[src/rtl/alu_seq_pkg.sv]
// Shared opcode codes and flag-register layout for the sequential ALU.
package alu_seq_pkg;

    localparam int FLAGS_W = 4;

    localparam int CARRY_FLAG = 0;
    localparam int ZERO_FLAG  = 1;
    localparam int NEG_FLAG   = 2;
    localparam int OVF_FLAG   = 3;

    localparam logic [3:0] ALU_ADD  = 4'd0;
    localparam logic [3:0] ALU_ADC  = 4'd1;
    localparam logic [3:0] ALU_SUB  = 4'd2;
    localparam logic [3:0] ALU_SBB  = 4'd3;
    localparam logic [3:0] ALU_AND  = 4'd4;
    localparam logic [3:0] ALU_OR   = 4'd5;
    localparam logic [3:0] ALU_XOR  = 4'd6;
    localparam logic [3:0] ALU_NOT  = 4'd7;
    localparam logic [3:0] ALU_SHL  = 4'd8;
    localparam logic [3:0] ALU_SHR  = 4'd9;
    localparam logic [3:0] ALU_ROL  = 4'd10;
    localparam logic [3:0] ALU_ROR  = 4'd11;
    localparam logic [3:0] ALU_CMP  = 4'd12;
    localparam logic [3:0] ALU_MUL  = 4'd13;
    localparam logic [3:0] ALU_PASS = 4'd14;
    localparam logic [3:0] ALU_RSVD = 4'd15;

endpackage

[src/rtl/alu_seq_if.sv]
// Request/result handshake bundle between the operand source and the ALU.
interface alu_seq_if #(parameter int WIDTH = 8);
    import alu_seq_pkg::*;

    logic                 in_valid;
    logic                 in_ready;
    logic [3:0]           operation;
    logic [WIDTH-1:0]     x;
    logic [WIDTH-1:0]     y;
    logic                 out_valid;
    logic [2*WIDTH-1:0]   out;
    logic [FLAGS_W-1:0]   flags;
    logic                 busy;

    modport master (
        output in_valid, operation, x, y,
        input  in_ready, out_valid, out, flags, busy
    );

    modport slave (
        input  in_valid, operation, x, y,
        output in_ready, out_valid, out, flags, busy
    );

endinterface

[src/rtl/alu_mul_seq.sv]
// Iterative unsigned shift-add multiplier; the last partial sum is presented
// combinationally alongside done so the caller can capture it on that edge.
module alu_mul_seq #(
    parameter int WIDTH = 8
) (
    input  logic               clock,
    input  logic               reset,
    input  logic               start,
    input  logic [WIDTH-1:0]   x,
    input  logic [WIDTH-1:0]   y,
    output logic               done,
    output logic [2*WIDTH-1:0] product
);
    localparam int CW = $clog2(WIDTH + 1);

    logic [2*WIDTH-1:0] mcand;
    logic [2*WIDTH-1:0] acc;
    logic [WIDTH-1:0]   mplier;
    logic [CW-1:0]      cnt;
    logic [2*WIDTH-1:0] sum;

    assign sum     = acc + (mplier[0] ? mcand : '0);
    assign product = sum;
    assign done    = (cnt == CW'(1));

    always_ff @(posedge clock or negedge reset) begin
        if (!reset) begin
            mcand  <= '0;
            acc    <= '0;
            mplier <= '0;
            cnt    <= '0;
        end else if (start) begin
            mcand  <= {{WIDTH{1'b0}}, x};
            acc    <= '0;
            mplier <= y;
            cnt    <= CW'(WIDTH);
        end else if (cnt != '0) begin
            acc    <= sum;
            mcand  <= mcand << 1;
            mplier <= mplier >> 1;
            cnt    <= cnt - CW'(1);
        end
    end

endmodule

[src/rtl/alu_seq.sv]
// Registered ALU: single-cycle ops finish on the accepting edge, MUL runs
// WIDTH cycles in the multiplier while the request side is held off.
module alu_seq
    import alu_seq_pkg::*;
#(
    parameter int WIDTH  = 8,
    parameter int MUL_EN = 1
) (
    input  logic     clock,
    input  logic     reset,
    alu_seq_if.slave bus
);
    localparam logic [0:0] S_IDLE = 1'b0;
    localparam logic [0:0] S_MUL  = 1'b1;

    logic [0:0]         state;
    logic [2*WIDTH-1:0] out_q;
    logic [FLAGS_W-1:0] flags_q;
    logic               out_valid_q;

    logic               accept, is_mul, mul_done;
    logic [2*WIDTH-1:0] product;
    logic [WIDTH:0]     r, xa, ya;
    logic               cin, c, v, wr_out, wr_flags;
    logic [FLAGS_W-1:0] nf, mul_flags;

    assign bus.in_ready  = (state == S_IDLE);
    assign bus.busy      = (state == S_MUL);
    assign bus.out       = out_q;
    assign bus.flags     = flags_q;
    assign bus.out_valid = out_valid_q;

    assign accept = bus.in_valid && bus.in_ready;
    assign is_mul = (MUL_EN != 0) && (bus.operation == ALU_MUL);
    assign cin    = flags_q[CARRY_FLAG];
    assign xa     = {1'b0, bus.x};
    assign ya     = {1'b0, bus.y};

    generate
        if (MUL_EN != 0) begin : g_mul
            alu_mul_seq #(.WIDTH(WIDTH)) u_mul (
                .clock   (clock),
                .reset   (reset),
                .start   (accept && is_mul),
                .x       (bus.x),
                .y       (bus.y),
                .done    (mul_done),
                .product (product)
            );
        end else begin : g_no_mul
            assign mul_done = 1'b0;
            assign product  = '0;
        end
    endgenerate

    // Carry/borrow lands in r[WIDTH] for the arithmetic ops.
    always_comb begin
        r        = '0;
        c        = 1'b0;
        v        = 1'b0;
        wr_out   = 1'b1;
        wr_flags = 1'b1;
        case (bus.operation)
            ALU_ADD, ALU_ADC: begin
                r = xa + ya + ((bus.operation == ALU_ADC) ? {{WIDTH{1'b0}}, cin} : '0);
                c = r[WIDTH];
                v = (bus.x[WIDTH-1] == bus.y[WIDTH-1]) && (r[WIDTH-1] != bus.x[WIDTH-1]);
            end
            ALU_SUB, ALU_SBB, ALU_CMP: begin
                r = xa - ya - ((bus.operation == ALU_SBB) ? {{WIDTH{1'b0}}, cin} : '0);
                c = r[WIDTH];
                v = (bus.x[WIDTH-1] != bus.y[WIDTH-1]) && (r[WIDTH-1] != bus.x[WIDTH-1]);
                wr_out = (bus.operation != ALU_CMP);
            end
            ALU_AND:  r = xa & ya;
            ALU_OR:   r = xa | ya;
            ALU_XOR:  r = xa ^ ya;
            ALU_NOT:  r = {1'b0, ~bus.x};
            ALU_SHL: begin
                r = {1'b0, bus.x[WIDTH-2:0], 1'b0};
                c = bus.x[WIDTH-1];
            end
            ALU_SHR: begin
                r = {2'b00, bus.x[WIDTH-1:1]};
                c = bus.x[0];
            end
            ALU_ROL: begin
                r = {1'b0, bus.x[WIDTH-2:0], cin};
                c = bus.x[WIDTH-1];
            end
            ALU_ROR: begin
                r = {1'b0, cin, bus.x[WIDTH-1:1]};
                c = bus.x[0];
            end
            ALU_PASS: r = ya;
            default: begin
                wr_out   = 1'b0;
                wr_flags = 1'b0;
            end
        endcase
        nf = {v, r[WIDTH-1], (r[WIDTH-1:0] == '0), c};
    end

    assign mul_flags = {(product[2*WIDTH-1:WIDTH] != '0), product[2*WIDTH-1],
                        (product == '0), 1'b0};

    always_ff @(posedge clock or negedge reset) begin
        if (!reset) begin
            state       <= S_IDLE;
            out_q       <= '0;
            flags_q     <= '0;
            out_valid_q <= 1'b0;
        end else begin
            out_valid_q <= 1'b0;
            if (state == S_IDLE) begin
                if (accept) begin
                    if (is_mul) begin
                        state <= S_MUL;
                    end else begin
                        out_valid_q <= 1'b1;
                        if (wr_out)   out_q   <= {{WIDTH{1'b0}}, r[WIDTH-1:0]};
                        if (wr_flags) flags_q <= nf;
                    end
                end
            end else if (mul_done) begin
                out_q       <= product;
                flags_q     <= mul_flags;
                out_valid_q <= 1'b1;
                state       <= S_IDLE;
            end
        end
    end

endmodule
[src/flat_wrapper.sv]
// flat-port wrapper written by rule: the top's interface ports become plain ports
module alu_seq_flat import alu_seq_pkg::*;
#(
    parameter int WIDTH  = 8,
    parameter int MUL_EN = 1
)
  (clock, reset, bus_in_valid, bus_operation, bus_x, bus_y, bus_in_ready, bus_out_valid, bus_out, bus_flags, bus_busy);
  alu_seq_if #(.WIDTH(WIDTH)) bus_i ();
  input  logic clock;
  input  logic reset;
  input wire logic [$bits(bus_i.in_valid)-1:0] bus_in_valid;
  input wire logic [$bits(bus_i.operation)-1:0] bus_operation;
  input wire logic [$bits(bus_i.x)-1:0] bus_x;
  input wire logic [$bits(bus_i.y)-1:0] bus_y;
  output wire logic [$bits(bus_i.in_ready)-1:0] bus_in_ready;
  output wire logic [$bits(bus_i.out_valid)-1:0] bus_out_valid;
  output wire logic [$bits(bus_i.out)-1:0] bus_out;
  output wire logic [$bits(bus_i.flags)-1:0] bus_flags;
  output wire logic [$bits(bus_i.busy)-1:0] bus_busy;
  assign bus_i.in_valid = bus_in_valid;
  assign bus_i.operation = bus_operation;
  assign bus_i.x = bus_x;
  assign bus_i.y = bus_y;
  assign bus_in_ready = bus_i.in_ready;
  assign bus_out_valid = bus_i.out_valid;
  assign bus_out = bus_i.out;
  assign bus_flags = bus_i.flags;
  assign bus_busy = bus_i.busy;
  alu_seq #(.WIDTH(WIDTH), .MUL_EN(MUL_EN)) u_core (.clock(clock), .reset(reset), .bus(bus_i));
endmodule
[config.mk]
export PLATFORM = sky130hd
export DESIGN_NAME = alu_seq_flat
export DESIGN_NICKNAME = d
export VERILOG_FILES = /design/src/rtl/alu_seq_pkg.sv /design/src/rtl/alu_seq_if.sv /design/src/rtl/alu_mul_seq.sv /design/src/rtl/alu_seq.sv /design/src/flat_wrapper.sv
export SDC_FILE = /design/constraint.sdc
export NUM_CORES = 1
export LEC_CHECK = 0
export CORE_ASPECT_RATIO = 2
export CORE_UTILIZATION = 49
export DETAILED_ROUTE_END_ITERATION = 10
export PLACE_DENSITY = 0.67
export SETUP_SLACK_MARGIN = 0.4
export SYNTH_ARGS = -nofsm -noshare
export SYNTH_HDL_FRONTEND = slang
export SYNTH_HIERARCHICAL = 1
export SYNTH_SLANG_ARGS = --single-unit
[constraint.sdc]
create_clock -name clock -period 7.04 [get_ports clock]
set_input_delay 1.056 -clock clock [delete_from_list [all_inputs] [get_ports clock]]
set_output_delay 1.056 -clock clock [all_outputs]
set_load 0.005 [all_outputs]
==> impl_metrics.csv <==
group,metric,value,unit
outcome,status,"finished, final reports clean",
timing,timing.final.ws_setup,2.498,ns
pwr,p_int,0.001146,W
synth,synth_compound_area_share,20.46,%
clock_tree,cts_buffers,9,
clock_tree,ctsResizeCount,0,
timing,finClkSkew,0.007992,ns
final_layout,num-nets-final,755,
floorplanning,start_util,50.90,%
worst_setup_path,critPathRequiredTime,7.27,ns
synth,synthAdderAreaFrac,12.74,%
timing,post-route-period-util,64.52,%
worst_setup_path,critPathKind,"in2reg",
global_routing,antenna_found_initial,0,
timing,timing.final.max_slew_violations,0,
synth,synth_edf_count,0,
routing,drt-initial-drc-count,241,
synth,yosys.area_share.simple,21.34,%
synth,syn_nets,724,
worst_setup_path,cp-end-kind,"flip-flop",
worst_setup_path,cp_slowest_stage_delay,0.91,ns
timing,max-slew-margin-rel,27.96,%
global_routing,gr-total-overflow,0,
pwr,switching_power,0.0007332,W
global_routing,grt_pass1_vias,4987,
final_layout,drive_above_1_share,6.131,%
final_layout,area_growth,15.64,%
pwr,p_leak,2.901,nW
synth,synth_top_area_cell,"dfrtp_1",
routing,viasPerCell,5.995,
worst_setup_path,slowest_stage,"clkdlybuf4s50_1",
timing,setup_viol,0,
clock_tree,cts_hold_buf,0,
synth,synthXorXnorAreaFrac,4.541,%
clock_tree,ctsLongestPathBuffers,2,
min_path,hp-class,"reg2reg",
routing,antenna_left,0,
synth,synth_seq_area_share,30.58,%
clock_tree,cts_tree,"built",
routing,wl,15.88,mm
clock_tree,clk_pin_slew_worst_paths,0.05,ns
synth,avgSynthCellArea,8.321,µm²
synth,synthTopCellsByArea,"dfrtp_1 (31%), ha_1 (11%), nand2_1 (7.6%)",
synth,synthCells,649,
synth,synthFlopType,"dfrtp_1",
routing,drc,0,
synth,synth_mux_area_share,5.329,%
pwr,powerDensity,300.9,nW/µm²
worst_setup_path,crit_fanout,24,
worst_setup_path,cp.arrival,4.77,ns
worst_setup_path,path_buf_inv,1,
synth,synth_top_family_by_area,"simple AND/OR/NAND/NOR gates",
timing,tightest_slew,1.075,ns
clock_tree,root_buffer,"clkbuf_16",
floorplanning,fp.coreArea,10610,µm²
timing,tns,0,ns
pwr,seqPwrFrac,33.1,%
placement,port-buffer-count,45,
timing,rsz0062_at_grt,"no",
clock_tree,cts_setup_buffers,0,
placement,dp_slack,2.241,ns
synth,synth-seq-cells,66,
final_layout,n_antenna_cell,0,
placement,post-dp-hpwl,12.10,mm
floorplanning,die_area,11470,µm²
synth,synth_cell_types,61,
worst_setup_path,crit_chain,"clkdlybuf4s50_1, nor3b_4, nand3_1, fa_1, ha_1, a211oi_1, o21ai_1, a31oi_1, xnor2_1, a221oi_1, and2_1, o31ai_1",
synth,yosysTopAreaCellShare,30.58,%
floorplanning,ios,46,
pwr,pwr-share-clk,23.9,%
run,maxCapViolCount,0,
final_layout,finalCoreUtilization,58.86,%
floorplanning,die_x,76.23,µm
pwr,ir_worst_vdd,0.1827,mV
clock_tree,insertion_delay,0.34,ns
floorplanning,die_h,150.5,µm
pwr,switching_share,39.02,%
worst_setup_path,startpoint_type,"primary input",
global_routing,grt_max_degree,67,
timing,min_period,4.542,ns
placement,place_congestion,0.9696,
clock_tree,clock_sinks,66,
timing,timing.fmax,220.1,MHz
worst_setup_path,path_delay_family,"compound AO/OA/AOI/OAI gates",
timing,hold_viol_final,0,
synth,syn-cell-area,5400,µm²
routing,dr.pass1.iters,5,
pwr,combPwrFrac,43.0,%
floorplanning,num_rows,53,
global_routing,grt_pass1_wl,25.74,mm
synth,async_reset_ff_share,100.0,%
routing,via_count,4928,
synth,synth-warning-count,6,
clock_tree,htree_levels,3,
routing,wl_per_cell,19.32,µm
global_routing,grt_use_total,29.44,%
[power groups by stage]
| stage | registers (W) | clock network (W) | logic [W] |
|---|---|---|---|
| after floorplan | 0.000584 | 0 | 0.000538 |
| after global placement | 0.000625 | 0 | 0.000787 |
| after detailed placement | 0.000630 | 0 | 0.000804 |
| after CTS | 0.000625 | 0.000459 | 0.000808 |
| after global routing | 0.000643 | 0.000474 | 0.000889 |
| final | 0.000623 | 0.000449 | 0.000808 |
[cells by family after synthesis]
logic type / count (synthesis)
AOI/OAI and AO/OA: 166
xor gates and xnor gates: 28
adders and majority gates: 52
buffers and inverters: 66
DFF: 66
muxes: 28
and+or+nand+nor: 243
[sequential cells by signal (all words and copies together), names as in the netlist]
| name | cells |
|---|---|
| u_core/bus.flags | 4 |
| u_core/g_mul.u_mul/mplier | 8 |
| u_core/bus.busy | 1 |
| u_core/g_mul.u_mul/acc | 16 |
| u_core/bus.out | 16 |
| u_core/bus.out_valid | 1 |
| u_core/g_mul.u_mul/cnt | 4 |
| u_core/g_mul.u_mul/mcand | 16 |
[synthesized netlist by cell type, drive strengths merged, types with 6 or more instances]
cell	instances
a21o	14
a21oi	46
a31oi	7
a32oi	7
and2	22
and3	9
buf	13
clkbuf	21
dfrtp	66
ha	47
inv	32
mux2	6
mux2i	22
nand2	111
nand2b	7
nand3	17
nand4	6
nor2	36
nor2b	6
nor3	10
o21ai	42
xnor2	18
xor2	10
[cell type report]
type,instances,area [µm²]
well taps,137,171.4
inverters,32,120.1
multi-input cells,517,3483
fillers,985,4365
flip-flops and latches,66,1652
repair buffers,54,513.0
clock buffers,10,239.0
clock inverters,6,66.31
[per-stage QoR]
| step | cells | area [µm²] | power [W] | hold WS (ns) |
|---|---|---|---|---|
| after floorplan | 649 | 5400 | 0.001122 | 0.4628 |
| after global placement | 806 | 5939 | 0.001412 | 0.4505 |
| after detailed placement | 806 | 5939 | 0.001434 | 0.4555 |
| after CTS | 822 | 6245 | 0.001892 | 0.4674 |
| after global routing | 822 | 6245 | 0.002006 | 0.4935 |
| final | 822 | 6245 | 0.001879 | 0.4617 |
[layout by cell type (no fill, tap or decap), types with 5 or more instances in the layout]
cell,instances
inv_1,32
nor2_1,36
xor2_1,10
xnor2_1,18
or3_1,5
o21ai_0,36
buf_4,9
o21ai_1,6
a211oi_1,5
nand2b_1,7
and2_1,22
nor3_1,9
a21oi_1,45
ha_1,47
and3_1,9
a31oi_1,7
nor2b_1,6
a21o_1,14
dfrtp_1,66
mux2i_1,22
nand4_1,6
clkdlybuf4s50_1,44
a32oi_1,7
nand2_1,110
fa_1,5
clkbuf_16,9
nand3_1,17
[tightest hold or removal path: stages (launching register included)]
cell     delay (ns)
dfrtp_1        0.34
nand2_1        0.05
nand2_1        0.05
[routing by layer]
layer,GRT usage [%],share of wire [%],up-vias
met5,0,0,-
met1,28.31,34,2357
li1,-,-,2345
met3,3.576,3.2,66
met2,54.86,55,160
met4,25.29,7.9,0
[final timing paths]
| check | start | to | slack, ns | cells past startpoint |
|---|---|---|---|---|
| max in group asynchronous | reset | u_core/bus.out[6] | 5.57 | 2 |
| max reg2reg | u_core/g_mul.u_mul/mplier[0] | u_core/bus.flags[3] | 3.21 | 13 |
| max | bus_operation[3] | u_core/bus.out[7] | 2.50 | 12 |
| min in group asynchronous | reset | u_core/g_mul.u_mul/mcand[14] | 0.90 | 2 |
| min | u_core/bus.out[12] | u_core/bus.out[12] | 0.46 | 2 |
| min reg2reg | u_core/bus.out[12] | u_core/bus.out[12] | 0.46 | 2 |
No activity file was read; power rests on OpenSTA's default activity.
